[src/rtl/clb_cfg_pkg.sv]
// Shared CLB configuration definitions: loader state encoding and the
// LUT configuration word geometry used by the loader and bitstream tooling.
package clb_cfg_pkg;

    typedef enum logic [1:0] {
        ST_IDLE,
        ST_LOAD,
        ST_COMMIT,
        ST_DONE
    } cfg_state_e;

    // Two half-LUT truth tables plus the fracture bit.
    function automatic int cfg_width(input int mem_size);
        return 2 * mem_size + 1;
    endfunction

    function automatic int bytes_per_lut(input int cfg_w, input int data_w);
        return (cfg_w + data_w - 1) / data_w;
    endfunction

    function automatic int count_width(input int n);
        return (n > 1) ? $clog2(n) : 1;
    endfunction

endpackage

[src/rtl/cfg_word_assembler.sv]
// Collects LSB-first stream bytes into one LUT configuration word and flags
// set padding bits in the final byte.
module cfg_word_assembler
    import clb_cfg_pkg::*;
#(
    parameter int CFG_W         = 33,
    parameter int DATA_W        = 8,
    parameter int BYTES_PER_LUT = 5
) (
    input  logic              clk,
    input  logic              rst,
    input  logic              clear,
    input  logic              accept,
    input  logic [DATA_W-1:0] in_data,
    output logic [CFG_W-1:0]  word,
    output logic              last_byte,
    output logic              pad_err
);

    localparam int ASM_W = BYTES_PER_LUT * DATA_W;
    localparam int CNT_W = count_width(BYTES_PER_LUT);

    logic [CNT_W-1:0] cnt_q, cnt_d;
    logic [ASM_W-1:0] asm_q, asm_d;
    logic [ASM_W-1:0] merged;

    // merged already contains the byte being accepted, so the word is
    // complete in the same cycle the final byte arrives.
    always_comb begin
        merged = asm_q;
        for (int unsigned i = 0; i < BYTES_PER_LUT; i++) begin
            if (cnt_q == CNT_W'(i)) begin
                merged[i*DATA_W +: DATA_W] = in_data;
            end
        end
        last_byte = accept && (cnt_q == CNT_W'(BYTES_PER_LUT - 1));
        asm_d     = accept ? merged : asm_q;
        cnt_d     = cnt_q;
        if (clear || last_byte) begin
            cnt_d = '0;
        end else if (accept) begin
            cnt_d = cnt_q + 1'b1;
        end
    end

    assign word = merged[CFG_W-1:0];

    generate
        if (ASM_W > CFG_W) begin : g_pad
            assign pad_err = last_byte && (|merged[ASM_W-1:CFG_W]);
        end else begin : g_no_pad
            assign pad_err = 1'b0;
        end
    endgenerate

    always_ff @(posedge clk) begin
        if (rst) begin
            cnt_q <= '0;
            asm_q <= '0;
        end else begin
            cnt_q <= cnt_d;
            asm_q <= asm_d;
        end
    end

endmodule

[src/rtl/lut_cfg_loader.sv]
// Configuration sequencer: streams bytes into per-LUT configuration words and
// writes them LUT 0 first over a shared bus with a one-hot write strobe.
module lut_cfg_loader
    import clb_cfg_pkg::*;
#(
    parameter  int INPUTS        = 4,
    parameter  int NUM_LUTS      = 4,
    parameter  int DATA_W        = 8,
    localparam int MEM_SIZE      = 2 ** INPUTS,
    localparam int CFG_W         = cfg_width(MEM_SIZE),
    localparam int BYTES_PER_LUT = bytes_per_lut(CFG_W, DATA_W)
) (
    input  logic                config_clk,
    input  logic                config_rst,
    input  logic                start,
    input  logic [DATA_W-1:0]   in_data,
    input  logic                in_valid,
    output logic                in_ready,
    output logic [CFG_W-1:0]    lut_config_in,
    output logic [NUM_LUTS-1:0] lut_config_en,
    output logic                busy,
    output logic                done,
    output logic                err
);

    localparam int IDX_W = count_width(NUM_LUTS);

    cfg_state_e          state_q, state_d;
    logic [IDX_W-1:0]    idx_q, idx_d;
    logic                in_ready_q, in_ready_d;
    logic                busy_q, busy_d;
    logic                done_q, done_d;
    logic                err_q, err_d;
    logic [CFG_W-1:0]    cfg_q, cfg_d;
    logic [NUM_LUTS-1:0] en_q, en_d;

    logic                accept;
    logic                asm_clear;
    logic [CFG_W-1:0]    word;
    logic                last_byte;
    logic                pad_err;

    assign accept = in_valid && in_ready_q;

    cfg_word_assembler #(
        .CFG_W        (CFG_W),
        .DATA_W       (DATA_W),
        .BYTES_PER_LUT(BYTES_PER_LUT)
    ) u_asm (
        .clk      (config_clk),
        .rst      (config_rst),
        .clear    (asm_clear),
        .accept   (accept),
        .in_data  (in_data),
        .word     (word),
        .last_byte(last_byte),
        .pad_err  (pad_err)
    );

    always_comb begin
        state_d   = state_q;
        idx_d     = idx_q;
        done_d    = done_q;
        err_d     = err_q;
        cfg_d     = cfg_q;
        asm_clear = 1'b0;
        unique case (state_q)
            ST_IDLE, ST_DONE: begin
                if (start) begin
                    done_d    = 1'b0;
                    err_d     = 1'b0;
                    idx_d     = '0;
                    asm_clear = 1'b1;
                    state_d   = ST_LOAD;
                end
            end
            ST_LOAD: begin
                if (last_byte) begin
                    cfg_d   = word;
                    state_d = ST_COMMIT;
                    if (pad_err) begin
                        err_d = 1'b1;
                    end
                end
            end
            ST_COMMIT: begin
                asm_clear = 1'b1;
                if (idx_q == IDX_W'(NUM_LUTS - 1)) begin
                    idx_d   = '0;
                    done_d  = 1'b1;
                    state_d = ST_DONE;
                end else begin
                    idx_d   = idx_q + 1'b1;
                    state_d = ST_LOAD;
                end
            end
            default: state_d = ST_IDLE;
        endcase

        // Outputs are decoded from the next state so they are registered.
        in_ready_d = (state_d == ST_LOAD);
        busy_d     = (state_d == ST_LOAD) || (state_d == ST_COMMIT);
        en_d       = '0;
        if (state_d == ST_COMMIT) begin
            for (int unsigned i = 0; i < NUM_LUTS; i++) begin
                en_d[i] = (idx_d == IDX_W'(i));
            end
        end
    end

    always_ff @(posedge config_clk) begin
        if (config_rst) begin
            state_q    <= ST_IDLE;
            idx_q      <= '0;
            in_ready_q <= 1'b0;
            busy_q     <= 1'b0;
            done_q     <= 1'b0;
            err_q      <= 1'b0;
            cfg_q      <= '0;
            en_q       <= '0;
        end else begin
            state_q    <= state_d;
            idx_q      <= idx_d;
            in_ready_q <= in_ready_d;
            busy_q     <= busy_d;
            done_q     <= done_d;
            err_q      <= err_d;
            cfg_q      <= cfg_d;
            en_q       <= en_d;
        end
    end

    assign in_ready      = in_ready_q;
    assign busy          = busy_q;
    assign done          = done_q;
    assign err           = err_q;
    assign lut_config_in = cfg_q;
    assign lut_config_en = en_q;

endmodule

[config.mk]
export PLATFORM = sky130hd
export DESIGN_NAME = lut_cfg_loader
export DESIGN_NICKNAME = d
export VERILOG_FILES = /design/src/rtl/clb_cfg_pkg.sv /design/src/rtl/cfg_word_assembler.sv /design/src/rtl/lut_cfg_loader.sv
export SDC_FILE = /design/constraint.sdc
export NUM_CORES = 1
export LEC_CHECK = 0
export BUFFER_PORTS_ARGS = -buffer_cell sky130_fd_sc_hd__clkbuf_2
export CAP_MARGIN = 20
export CORE_ASPECT_RATIO = 1.1
export CORE_MARGIN = 3
export CORE_UTILIZATION = 37
export CTS_CLUSTER_DIAMETER = 40
export DETAILED_ROUTE_END_ITERATION = 7
export PLACE_DENSITY = 0.57
export SLEW_MARGIN = 20
export SYNTH_ARGS = -nofsm -noshare
export SYNTH_HDL_FRONTEND = slang
export SYNTH_SLANG_ARGS = --single-unit
export TNS_END_PERCENT = 5
[constraint.sdc]
create_clock -name config_clk -period 2.5 [get_ports config_clk]
set_input_delay 0.125 -clock config_clk [delete_from_list [all_inputs] [get_ports config_clk]]
set_output_delay 0.125 -clock config_clk [all_outputs]
set_load 0.005 [all_outputs]
; After elaboration in Yosys (flattened, before gate mapping)
; Index checks and enable logic that the tools add are counted.
[classes]
n_addsub = 2
multipliers = 0
div_mod_pow = 0
magnitude_cmp = 0
n_eq_ne = 17
n_shift = 0
muxes = 20
n_bitwise = 1
reduce_logical = 17
[op_table]
columns = cell, count
row1 = 2-to-1 mux 8 bit, 5
row2 = "== test 2 bit, second input constant", 6
row3 = 2-to-1 mux 2 bit, 5
row4 = OR reduction 7 bit, 1
row5 = "== test 2 x 1 -> 1 bit, second input constant", 3
row6 = "== test 3 x 2 -> 1 bit, second input constant", 2
row7 = "inequality test 2 bit, second input constant", 3
row8 = case mux 1 bit (2 select lines), 3
row9 = case mux 2 bit (3 select lines), 1
row10 = OR reduction 2 bit, 3
row11 = 2-to-1 mux 1 bit, 5
row12 = logical NOT 2 bit, 2
row13 = case mux 2 bit (2 select lines), 1
row14 = AND reduction 4 bit, 1
row15 = nonzero test 2 bit, 2
row16 = "adder 3 x 1 -> 3 bit, second input constant", 1
row17 = "== test 3 x 1 -> 1 bit, second input constant", 1
row18 = "== test 3 bit, second input constant", 1
row19 = logical AND 1 bit, 3
row20 = logical NOT 3 bit, 1
row21 = AND reduction 3 bit, 1
row22 = "adder 2 x 1 -> 2 bit, second input constant", 1
row23 = logical OR 1 bit, 2
row24 = "inequality test 2 x 1 -> 1 bit, second input constant", 1
row25 = 2 further kinds, 2
[word_totals]
register_bits = 88
latchBits = 0
ramBits = 0
romBits = 0
output_inout_bits = 41
memories = 0

; Longest topological paths before layout
; Gate-level depths: netlist of run 1.
[logic_depth]
depth_word = 7
depth_mapped = 9
ltp_nobuf = 8

; Hierarchy
; A second synthesis of run 1 with hierarchy kept.
[hier_totals]
hier_cells = 448
hier_area_um2 = 3833.7
[by_module_without_submodules]
columns = mod, instances, cells_per_inst, area_per_inst_um2, seq_area_each_um2
row1 = cfg_word_assembler, 1, 247, 2132.0, 720.7
row2 = lut_cfg_loader, 1, 201, 1701.6, 900.9

; Worst setup path after synthesis of run 1
; OpenSTA, ideal clock, no wires.
[synth_path]
kind = reg-to-reg
start = register u_asm.cnt_q[0]
end = register en_q[0] (netlist: lut_config_en[0])
setup_ns = 0.117
arrival_time_ns = 1.671
required_ns = 2.383
path_slack_ns = 0.712
stages_incl_launch_ff = 9
period_less_slack_ns = 1.788
path_cell_list = dfxtp_1 > inv_1 > ha_1 > and4_1 > buf_4 > a211oi_1 > nor3b_2 > ha_1 > and4b_1
[synth_between]
elab_chain_cells = 7
[synth_rtl]
columns = item, line
row1 = from (decl), cfg_word_assembler.sv:23  ; logic [CNT_W-1:0] cnt_q, cnt_d;
row2 = from (signal assigned), cfg_word_assembler.sv:61  ; cnt_q <= cnt_d;
row3 = == test 3 bit, cfg_word_assembler.sv:36  ; last_byte = accept && (cnt_q == CNT_W'(BYTES_PER_LUT - 1));
row4 = logical AND 1 bit, cfg_word_assembler.sv:36
row5 = 2-to-1 mux 2 bit, lut_cfg_loader.sv:78  ; if (last_byte) begin
row6 = case mux 2 bit (3 select lines), lut_cfg_loader.sv:67  ; unique case (state_q)
row7 = named net state_d[1], lut_cfg_loader.sv:28  ; cfg_state_e state_q, state_d;
row8 = == test 2 bit, lut_cfg_loader.sv:104  ; if (state_d == ST_COMMIT) begin
row9 = NOT 1 bit (no source line), n/a
row10 = OR reduction 2 bit (no source line), n/a
row11 = to (signal assigned), lut_cfg_loader.sv:129  ; en_q <= en_d;
row12 = to (decl), lut_cfg_loader.sv:35  ; logic [NUM_LUTS-1:0] en_q, en_d;
; The timed path passes the listed nets, and every way through them passes these cells.
; A chain may end at the register's enable or synchronous reset.

; Worst setup path in the final report of run 1
[layout_path]
start = register u_asm.cnt_q[0]
end = register cfg_q[29] (netlist: lut_config_in[29])
[layout_between]
elab_chain_cells = 3
elab_cells_between_ends = 5
[layout_rtl]
columns = item, line
row1 = == test 3 bit, cfg_word_assembler.sv:36
row2 = logical AND 1 bit, cfg_word_assembler.sv:36
row3 = AND reduction 2 bit (no source line), n/a
row4 = to (signal assigned), lut_cfg_loader.sv:128  ; cfg_q <= cfg_d;
row5 = to (decl), lut_cfg_loader.sv:34  ; logic [CFG_W-1:0] cfg_q, cfg_d;
; Several ways; a longest one is shown, not always the timed one.

==> flow_summary.json, run 1 <==
{
  "max_slew_margin_pct": 45.79,
  "min_period_over_period_pct": 77.55,
  "fmax_ghz": 0.5158,
  "critPathTopFamily": "simple AND/OR/NAND/NOR gates",
  "core-area_sq_um": 8964,
  "postCtsHoldBufs": 0,
  "synth.area.top_cells": "dfxtp_1, mux2i_1, nand2_1",
  "synth_warnings": 0,
  "multiInputGateArea_sq_um": 1623,
  "n_fill_cell": 899,
  "worst_path_largest_cell_delay_ns": 0.40,
  "cap_violations": 0,
  "critPathCaptureType": "flop",
  "synth-seq-area-share_pct": 46.33,
  "final_area_sq_um": 3905,
  "ys_async_sr_fraction_pct": 0,
  "path_cells": "inv_1 -> ha_1 -> and4_1 -> and2_4 -> buf_12 -> nor2_1 -> a211oi_1",
  "switchingPower_mw": 0.6002,
  "timing.hold.ws_ns": 0.1433,
  "placedInstanceArea_sq_um": 3735,
  "portBuffers": 52,
  "cts_root_buffer": "clkbuf_8",
  "fin_cells": 541,
  "fp.dieW_um": 98.17,
  "clk_latency_ns": 0.35,
  "p_sw_share_pct": 25.96,
  "synth_top_area_share_pct": 46.33,
  "clock-sinks": 80,
  "cts_setup_buffers": 0,
  "grt_antenna_before_repair": 0,
  "track_usage_pct": 14.55,
  "diodes": 0,
  "p_int_mw": 1.712,
  "synth.avg_cell_area_sq_um": 8.910,
  "grt_pass1_vias": 2481,
  "viasPerCell": 4.941,
  "die_h_um": 107.4,
  "placed_cells": 525,
  "wl_um": 7248,
  "synth_flop_cell": "dfxtp_1",
  "vdd_drop_max_v": 0.0002613,
  "grt-ovfl-total": 0,
  "synth.distinct_cells": 31,
  "grt_pass1_wl_um": 12340,
  "start_kind": "flop",
  "place.gp.congestion": 0.7266,
  "syn-instance-count": 388,
  "path_class": "reg -> reg",
  "yosys.area.top_type": "dfxtp_1",
  "final-seq-area_sq_um": 1602,
  "tritoncts.num_buffers": 9,
  "clockBufferDepth": 2,
  "grt_max_degree": 43,
  "power_density_nw_per_um2": 592.1,
  "slew_viol_final": 0,
  "fin_setup_tns_ns": 0,
  "wire_per_inst_um": 13.40,
  "ys_ff_latch": 80,
  "drive_above_1_share_pct": 20.61,
  "critPathMaxFanout": 35,
  "ant_nets": 0,
  "skew_ns": 0.007500,
  "p_leak_nw": 1.416,
  "synth_nets": 410,
  "num_vias": 2673,
  "dieArea_sq_um": 10540,
  "dr.pass1.iters": 4,
  "hold_viol_final": 0,
  "hpwl_um": 4967,
  "arrival_ns": 2.19,
  "drc": 0,
  "nets": 444,
  "power_frac_comb_pct": 7.8,
  "rows": 36,
  "cp_num_buf_inv": 2,
  "setup_viol": 0,
  "synthesis.area_sq_um": 3457,
  "rsz0062_at_grt": "false",
  "hp-class": "in -> reg",
  "clk_pin_slew_ns": 0.09,
  "finalCriticalPeriod_ns": 1.939,
  "synth_commonest_cells": "dfxtp_1, nand2_1, nor2_1, a21oi_1, mux2i_1",
  "yosysMostFrequentCell": "dfxtp_1",
  "area_delta_synth_final_pct": 12.96,
  "initial_core_util_pct": 38.57,
  "synth_edf_count": 0,
  "drt-initial-drc-count": 130,
  "cp_slowest_cell": "and2_4",
  "worst_slew_pin_slew_ns": 0.8132,
  "cp.required_ns": 2.75,
  "io_pins": 53,
  "cts_tree": "yes",
  "pwr-share-seq_pct": 56.2,
  "htreeDepth": 3,
  "outcome": "finished clean",
  "cts.repair.resized": 0,
  "clkPwrFrac_pct": 36.0
}
metrics by stage:
stage | power [mW] | utilization [%] | worst slack, ns
detailed placement | 1.514 | 41.67 | 0.5598
floorplan | 1.460 | - | 0.7120
CTS | 2.351 | 43.57 | 0.5371
finish | 2.312 | 43.57 | 0.5612
global placement | 1.509 | 41.67 | 0.6594
global route | 2.422 | 43.57 | 0.3525
layer usage:
layer,vias to the layer above,routed length [um],part of all wire [%],track usage [%]
met5,-,0,0,0
met1,1209,3342,46,18.91
met2,65,3429,47,23.83
li1,1390,-,-,-
met4,0,116,1.6,5.854
met3,9,359,5.0,2.787
state kept, by name, indices dropped and copies added, names as in the netlist:
signal,count
busy,1
idx_q,2
err,1
lut_config_en,4
in_ready,1
u_asm.cnt_q,3
lut_config_in,33
u_asm.asm_q,32
done,1
state_q,2
power groups by stage:
stage                     sequential (mW)  clock [mW]  combinational (mW)
after floorplan                      1.33           0               0.132
after global placement               1.33           0               0.180
after detailed placement             1.33           0               0.184
after CTS                            1.30       0.867               0.184
after global routing                 1.30       0.915               0.205
final                                1.30       0.832               0.181
layout by cell type, fill, tap and decap left out, types with 2 or more instances in the layout:
master | netlist | routed
dfxtp_1 | 80 | 80
nand2_1 | 66 | 66
clkbuf_2 | 0 | 52
nor2_1 | 43 | 43
a21oi_1 | 38 | 38
mux2i_1 | 33 | 33
a211oi_1 | 25 | 25
a211oi_2 | 10 | 10
ha_1 | 10 | 10
clkbuf_8 | 0 | 9
inv_1 | 8 | 8
nand3_1 | 8 | 8
nor2b_1 | 5 | 5
nor3_1 | 5 | 5
buf_4 | 5 | 5
and2_1 | 4 | 4
clkinv_2 | 0 | 4
a31oi_1 | 2 | 2
nand2b_1 | 2 | 2
a32oi_1 | 2 | 2
nor3b_1 | 2 | 2
clkinv_4 | 0 | 2
buf_12 | 0 | 2
final cells by class:
| cell class | instances | share of cell area (%) |
|---|---|---|
| Multi-Input combinational cell | 264 | 41.56 |
| Sequential cell | 80 | 41.01 |
| Timing Repair Buffer | 59 | 8.651 |
| Tap cell | 114 | 3.653 |
| Clock buffer | 9 | 3.172 |
| Clock inverter | 7 | 1.186 |
| Inverter | 8 | 0.7690 |
worst reg2reg max path: cells and delay by family (launching register included):
family / cells / cell delay, ns
simple gates: 3 / 0.73
flops: 1 / 0.35
buf+inv: 2 / 0.33
fa+ha+maj: 1 / 0.23
compound gates: 1 / 0.21
logic make-up after synthesis:
kind of cell / synth area share, %
muxes: 9.555
AOI/OAI and AO/OA: 15.56
xor gates and xnor gates: 0.2534
adders and majority gates: 3.619
DFF: 46.33
and+or+nand+nor: 17.95
buffers and inverters: 6.732
final timing paths:
check | start | to | cells past startpoint | slack, ns
worst max register to register | u_asm.cnt_q[0] | lut_config_in[29] | 7 | 0.56
worst min-delay path | in_data[1] | u_asm.asm_q[17] | 3 | 0.14
worst min register to register | u_asm.asm_q[12] | u_asm.asm_q[12] | 2 | 0.45
worst max-delay path | u_asm.cnt_q[0] | lut_config_in[29] | 7 | 0.56
No activity file was read; power rests on OpenSTA's default activity.
==> inputs of run 2 (changes only) <==
- PLACE_DENSITY: 0.57 -> 0.59
- clock period: 2.5 -> 1.6 ns (I/O delays scaled with it)
==> run 2 against run 1 <==
  * Wire length up 3.3%
  * Global-route usage up 0.36 points
  * Critical path type unchanged
  * Worst hold slack lost 0.068 ns
  * Final cell count grew 2.6%
  * Clock power is 73% higher
  * Non-clock buffer count up 14
  * Register-to-register slack got worse by 0.56 ns
  * Core utilization grew 3.1 points
  * First-iteration DRC count is 21% lower
  * Sequential cell count stayed put
  * Via count up 2.4%
==> flow_summary.json, run 2 (synthesized netlist as in run 1, its figures left out) <==
{
  "setup_viol": 0,
  "rows": 36,
  "start_kind": "flop",
  "dr_wl_met2_um": 3458,
  "max_slew_margin_pct": 72.23,
  "dp_slack_ns": -0.09554,
  "drive_above_1_share_pct": 29.02,
  "finalCriticalPeriod_ns": 1.597,
  "reg2reg_depth": 8,
  "track_usage_pct": 14.91,
  "rrSetupSlack_ns": 0.003,
  "largest_reg_flops": 33,
  "clockBufferDepth": 2,
  "clock-sinks": 80,
  "io_pins": 53,
  "drt-met1-wl_um": 3485,
  "min_period_over_period_pct": 99.83,
  "die_h_um": 107.4,
  "clk_pin_slew_ns": 0.08,
  "ant_nets": 0,
  "placedInstanceArea_sq_um": 3890,
  "wl_um": 7489,
  "slew_viol_final": 0,
  "critPathCaptureType": "flop",
  "cts_root_buffer": "clkbuf_8",
  "num_vias": 2737,
  "viasPerCell": 4.932,
  "rsz0062_at_grt": "true",
  "layout_setup_ws_ns": 0.002653,
  "power_density_nw_per_um2": 910.6,
  "nets": 458,
  "cts_tree": "yes",
  "grt_antenna_before_repair": 0,
  "vdd_drop_max_v": 0.0003720,
  "hp-class": "in -> reg",
  "area_delta_synth_final_pct": 20.99,
  "p_total_mw": 3.809,
  "diodes": 0,
  "place.gp.congestion": 0.7371,
  "final_cell_mix": "dfxtp_1, nand2_1, clkbuf_2, nor2_1, a21oi_1",
  "critPathMaxFanout": 4,
  "route.met3.wl_um": 404,
  "grt_pass1_vias": 2579,
  "grt_max_degree": 37,
  "hold_depth": 3,
  "core-area_sq_um": 8964,
  "hpwl_um": 5206,
  "top_layer_used": "met4",
  "arrival_ns": 1.88,
  "skew_ns": 0.006073,
  "portBuffers": 52,
  "p_leak_nw": 1.499,
  "grt_pass1_wl_um": 12560,
  "path_class": "reg -> reg",
  "worst_slew_pin_slew_ns": 0.4165,
  "dr.pass1.iters": 4,
  "fin_setup_tns_ns": 0,
  "layout_commonest_cell": "dfxtp_1",
  "tritoncts.num_buffers": 9,
  "drc": 0,
  "fp.dieW_um": 98.17,
  "hold_viol_final": 0,
  "clk_latency_ns": 0.34,
  "drt-initial-drc-count": 103,
  "initial_core_util_pct": 38.57,
  "fmax_ghz": 0.6260,
  "outcome": "finished clean",
  "final_util_pct": 46.66,
  "final_area_sq_um": 4183,
  "cp.required_ns": 1.88,
  "dieArea_sq_um": 10540,
  "wire_per_inst_um": 13.49,
  "htreeDepth": 3,
  "grt-ovfl-total": 0,
  "cap_violations": 0
}
[run 2: what timing repair did]
action,CTS,global route
pin swaps,3,10
gates cloned,0,0
buffers inserted,0,0
hold buffers,0,0
resized for setup,11,12
setup endpoints to repair,4,44
[run 2: layer usage]
layer / track usage, % / up-vias
met5: 0 / -
met4: 6.439 / 0
met3: 3.305 / 10
met2: 23.25 / 57
met1: 19.89 / 1253
li1: - / 1417
[run 2: stage by stage]
step | std cells | hold slack, ns
3_3_place_gp | 539 | 0.4355
3_5_place_dp | 539 | 0.4355
2_1_floorplan | 388 | 0.2550
6_report | 555 | 0.07508
4_1_cts | 555 | 0.06348
5_1_grt | 555 | 0.09042
[run 2: path summary, 6_finish.rpt]
kind | startpoint | to
min reg2reg | u_asm.asm_q[27] | u_asm.asm_q[27]
max | u_asm.cnt_q[1] | lut_config_en[2]
max reg2reg | u_asm.cnt_q[1] | lut_config_en[2]
min | config_rst | u_asm.cnt_q[1]
[run 2: critical path: stages (launching register included)]
cell	delay, ns
dfxtp_2	0.33
inv_2	0.07
ha_4	0.14
and4_4	0.22
a211oi_2	0.04
nor3b_2	0.24
ha_2	0.26
nand2b_4	0.07
nor3b_2	0.16
[run 2: final cells by class]
| cell class | count | area (sq um) |
|---|---|---|
| sequential | 80 | 1607 |
| fill | 880 | 4781 |
| timing repair buffer | 73 | 467.9 |
| tap | 114 | 142.6 |
| clock buffer | 10 | 127.6 |
| inverter | 8 | 30.03 |
| clock inverter | 6 | 60.06 |
| multi-input combinational | 264 | 1748 |
[run 2: where the power goes]
group	leakage [nW]	switching [mW]	internal, mW
clock	0.0920	0.723	0.713
combinational	0.760	0.207	0.136
sequential	0.647	0.0140	2.02
==> inputs of run 3 (changes only) <==
- ABC_AREA: unset -> 1
- CTS_CLUSTER_DIAMETER: 40 -> unset
==> run 3 against run 2 <==
  * Critical path depth up 3
  * First-iteration DRC count decreased by 1.9%
  * Critical path type unchanged
  * Wire length is 8.7% higher
  * Via count rose by 16%
  * Maximum frequency up 4.5%
  * Worst hold slack gained 0.017 ns
  * Register-to-register slack improved by 0.07 ns
  * Highest routed layer unchanged
==> flow_summary.json, run 3 <==
{
  "grt_pass1_vias": 2947,
  "min_period_over_period_pct": 95.54,
  "clk_pin_slew_ns": 0.08,
  "hp-class": "in -> reg",
  "rows": 37,
  "synth_nets": 547,
  "ant_nets": 0,
  "tritoncts.num_buffers": 9,
  "portBuffers": 52,
  "dp_slack_ns": -0.04481,
  "clk_latency_ns": 0.35,
  "final_area_sq_um": 4265,
  "hold_start": "config_rst",
  "clockBufferDepth": 2,
  "dr.pass1.iters": 4,
  "htreeDepth": 3,
  "finalCriticalPeriod_ns": 1.529,
  "num_vias": 3184,
  "max_slew_margin_pct": 68.64,
  "yosys.area_share.xor_xnor_pct": 0.2441,
  "wire_per_inst_um": 11.66,
  "synth_edf_count": 0,
  "synth_commonest_cells": "nand2_1, dfxtp_1, nor2_1, inv_1, o21ai_0",
  "rsz0062_at_grt": "true",
  "synthAdderAreaFrac_pct": 3.487,
  "synthesis.area_sq_um": 3588,
  "ys_ff_latch": 81,
  "synth-seq-area-share_pct": 45.19,
  "layout_setup_ws_ns": 0.07135,
  "track_usage_pct": 15.50,
  "layout_commonest_cell": "nand2_1",
  "clock-sinks": 81,
  "place.gp.congestion": 0.7724,
  "cts_root_buffer": "clkbuf_8",
  "cp.required_ns": 1.88,
  "io_pins": 53,
  "synth_compound_area_share_pct": 13.91,
  "grt_max_degree": 43,
  "p_leak_nw": 2.011,
  "critPathCaptureType": "flop",
  "fin_setup_tns_ns": 0,
  "worst_slew_pin_slew_ns": 0.4693,
  "hpwl_um": 5599,
  "skew_ns": 0.008731,
  "grt-ovfl-total": 0,
  "viasPerCell": 4.562,
  "synth_top_area_share_pct": 45.19,
  "outcome": "finished clean",
  "critPathLaunch": "u_asm.cnt_q[1]",
  "drc": 0,
  "start_kind": "flop",
  "fmax_ghz": 0.6542,
  "power_density_nw_per_um2": 942.1,
  "critPathMaxFanout": 4,
  "area_delta_synth_final_pct": 18.86,
  "yosysMostFrequentCell": "nand2_1",
  "cap_violations": 0,
  "synth.avg_cell_area_sq_um": 6.835,
  "slew_viol_final": 0,
  "grt_antenna_before_repair": 0,
  "diodes": 0,
  "drt-initial-drc-count": 101,
  "synth.distinct_cells": 21,
  "vdd_drop_max_v": 0.0004555,
  "cts_tree": "yes",
  "drive_above_1_share_pct": 19.28,
  "synth_flop_cell": "dfxtp_1",
  "synth_top_family_by_area": "simple AND/OR/NAND/NOR gates",
  "synth.area.top_cells": "dfxtp_1, nand2_1, nor2_1",
  "wl_um": 8138,
  "path_class": "reg -> reg",
  "p_total_mw": 4.018,
  "nets": 599,
  "r2r_start": "u_asm.cnt_q[1]",
  "die_h_um": 109.3,
  "arrival_ns": 1.80,
  "yosys.area.top_type": "dfxtp_1",
  "fp.dieW_um": 99.90,
  "placedInstanceArea_sq_um": 3999,
  "syn-instance-count": 525,
  "synthMuxAreaShare_pct": 0,
  "initial_core_util_pct": 38.18,
  "final_cell_mix": "nand2_1, nor2_1, dfxtp_1, inv_1, o21ai_0",
  "hold_viol_final": 0,
  "dieArea_sq_um": 10920,
  "core-area_sq_um": 9398,
  "grt_pass1_wl_um": 13570,
  "synth-simple-area-share_pct": 26.29,
  "ys_async_sr_fraction_pct": 0,
  "synth_warnings": 0,
  "setup_viol": 0
}
[run 3: cell types whose count changed after synthesis, moves of 4 or more]
| cell | change |
|---|---|
| a21oi_1 | -7 |
| mux2i_1 | -33 |
| buf_4 | -5 |
| clkbuf_1 | -6 |
| a211oi_2 | -10 |
| nor2_1 | +37 |
| a211oi_1 | -25 |
| nand2_1 | +88 |
| and2_1 | -4 |
| inv_1 | +55 |
| nor2b_1 | -5 |
| o21ai_0 | +55 |
| a21oi_2 | +6 |
[run 3: cell type report]
| class | count | area, sq um |
|---|---|---|
| clock inverters | 4 | 45.04 |
| fillers | 983 | 5132 |
| well taps | 117 | 146.4 |
| repair buffers | 68 | 405.4 |
| clock buffers | 11 | 131.4 |
| flip-flops and latches | 81 | 1628 |
| inverters | 66 | 250.2 |
| multi-input cells | 351 | 1659 |
[run 3: layer usage]
layer / GRT usage, % / vias up / share of wire (%)
met3: 2.943 / 15 / 4.4
li1: - / 1707 / -
met4: 6.244 / 0 / 1.9
met1: 19.69 / 1404 / 48
met5: 0 / - / 0
met2: 25.83 / 58 / 46
[run 3: cell families (layout without fill, tap and decap cells)]
| logic type | after synthesis | count (layout) |
|---|---|---|
| flip-flops | 81 | 81 |
| adder cells (fa/ha/maj) | 10 | 10 |
| XOR/XNOR | 1 | 1 |
| AO/OA/AOI/OAI | 95 | 95 |
| buffers and inverters | 93 | 149 |
| AND/OR/NAND/NOR | 245 | 245 |
[run 3: final timing paths]
path / cells past startpoint / slack [ns] / endpoint
hold / removal: 4 / 0.09 / lut_config_en[2]
setup reg to reg: 11 / 0.07 / lut_config_en[2]
setup / recovery: 11 / 0.07 / lut_config_en[2]
hold reg to reg: 2 / 0.46 / lut_config_in[17]
[run 3: critical path, cell delays in order (launching register included)]
cell and delay, ns:
dfxtp_1 0.32, inv_2 0.09, ha_4 0.16, nand2_4 0.07
nor2_4 0.11, nand2_2 0.09, nand3_2 0.08, nand2_2 0.05
inv_1 0.06, ha_2 0.19, nand2_2 0.08, nor3_2 0.17
[run 3: per-stage QoR]
stage,hold WS [ns],util [%],cells
after CTS,0.06302,44.61,698
after global routing,0.1266,45.39,698
final,0.09247,45.39,698
after floorplan,0.2715,-,525
after global placement,0.4274,42.55,683
after detailed placement,0.4367,42.55,683
[run 3: report_power, final]
group | internal [mW] | total, mW | switching [mW]
sequential | 2.10 | 2.13 | 0.0306
combinational | 0.182 | 0.494 | 0.312
clock | 0.706 | 1.40 | 0.692
total | 2.98 | 4.02 | 1.03
[run 3: timing repair]
item / CTS / global route
hold buffers: 0 / 0
buffers inserted: 0 / 0
setup endpoints to repair: 4 / 53
resized for setup: 7 / 19
gates cloned: 0 / 0
pin swaps: 1 / 4
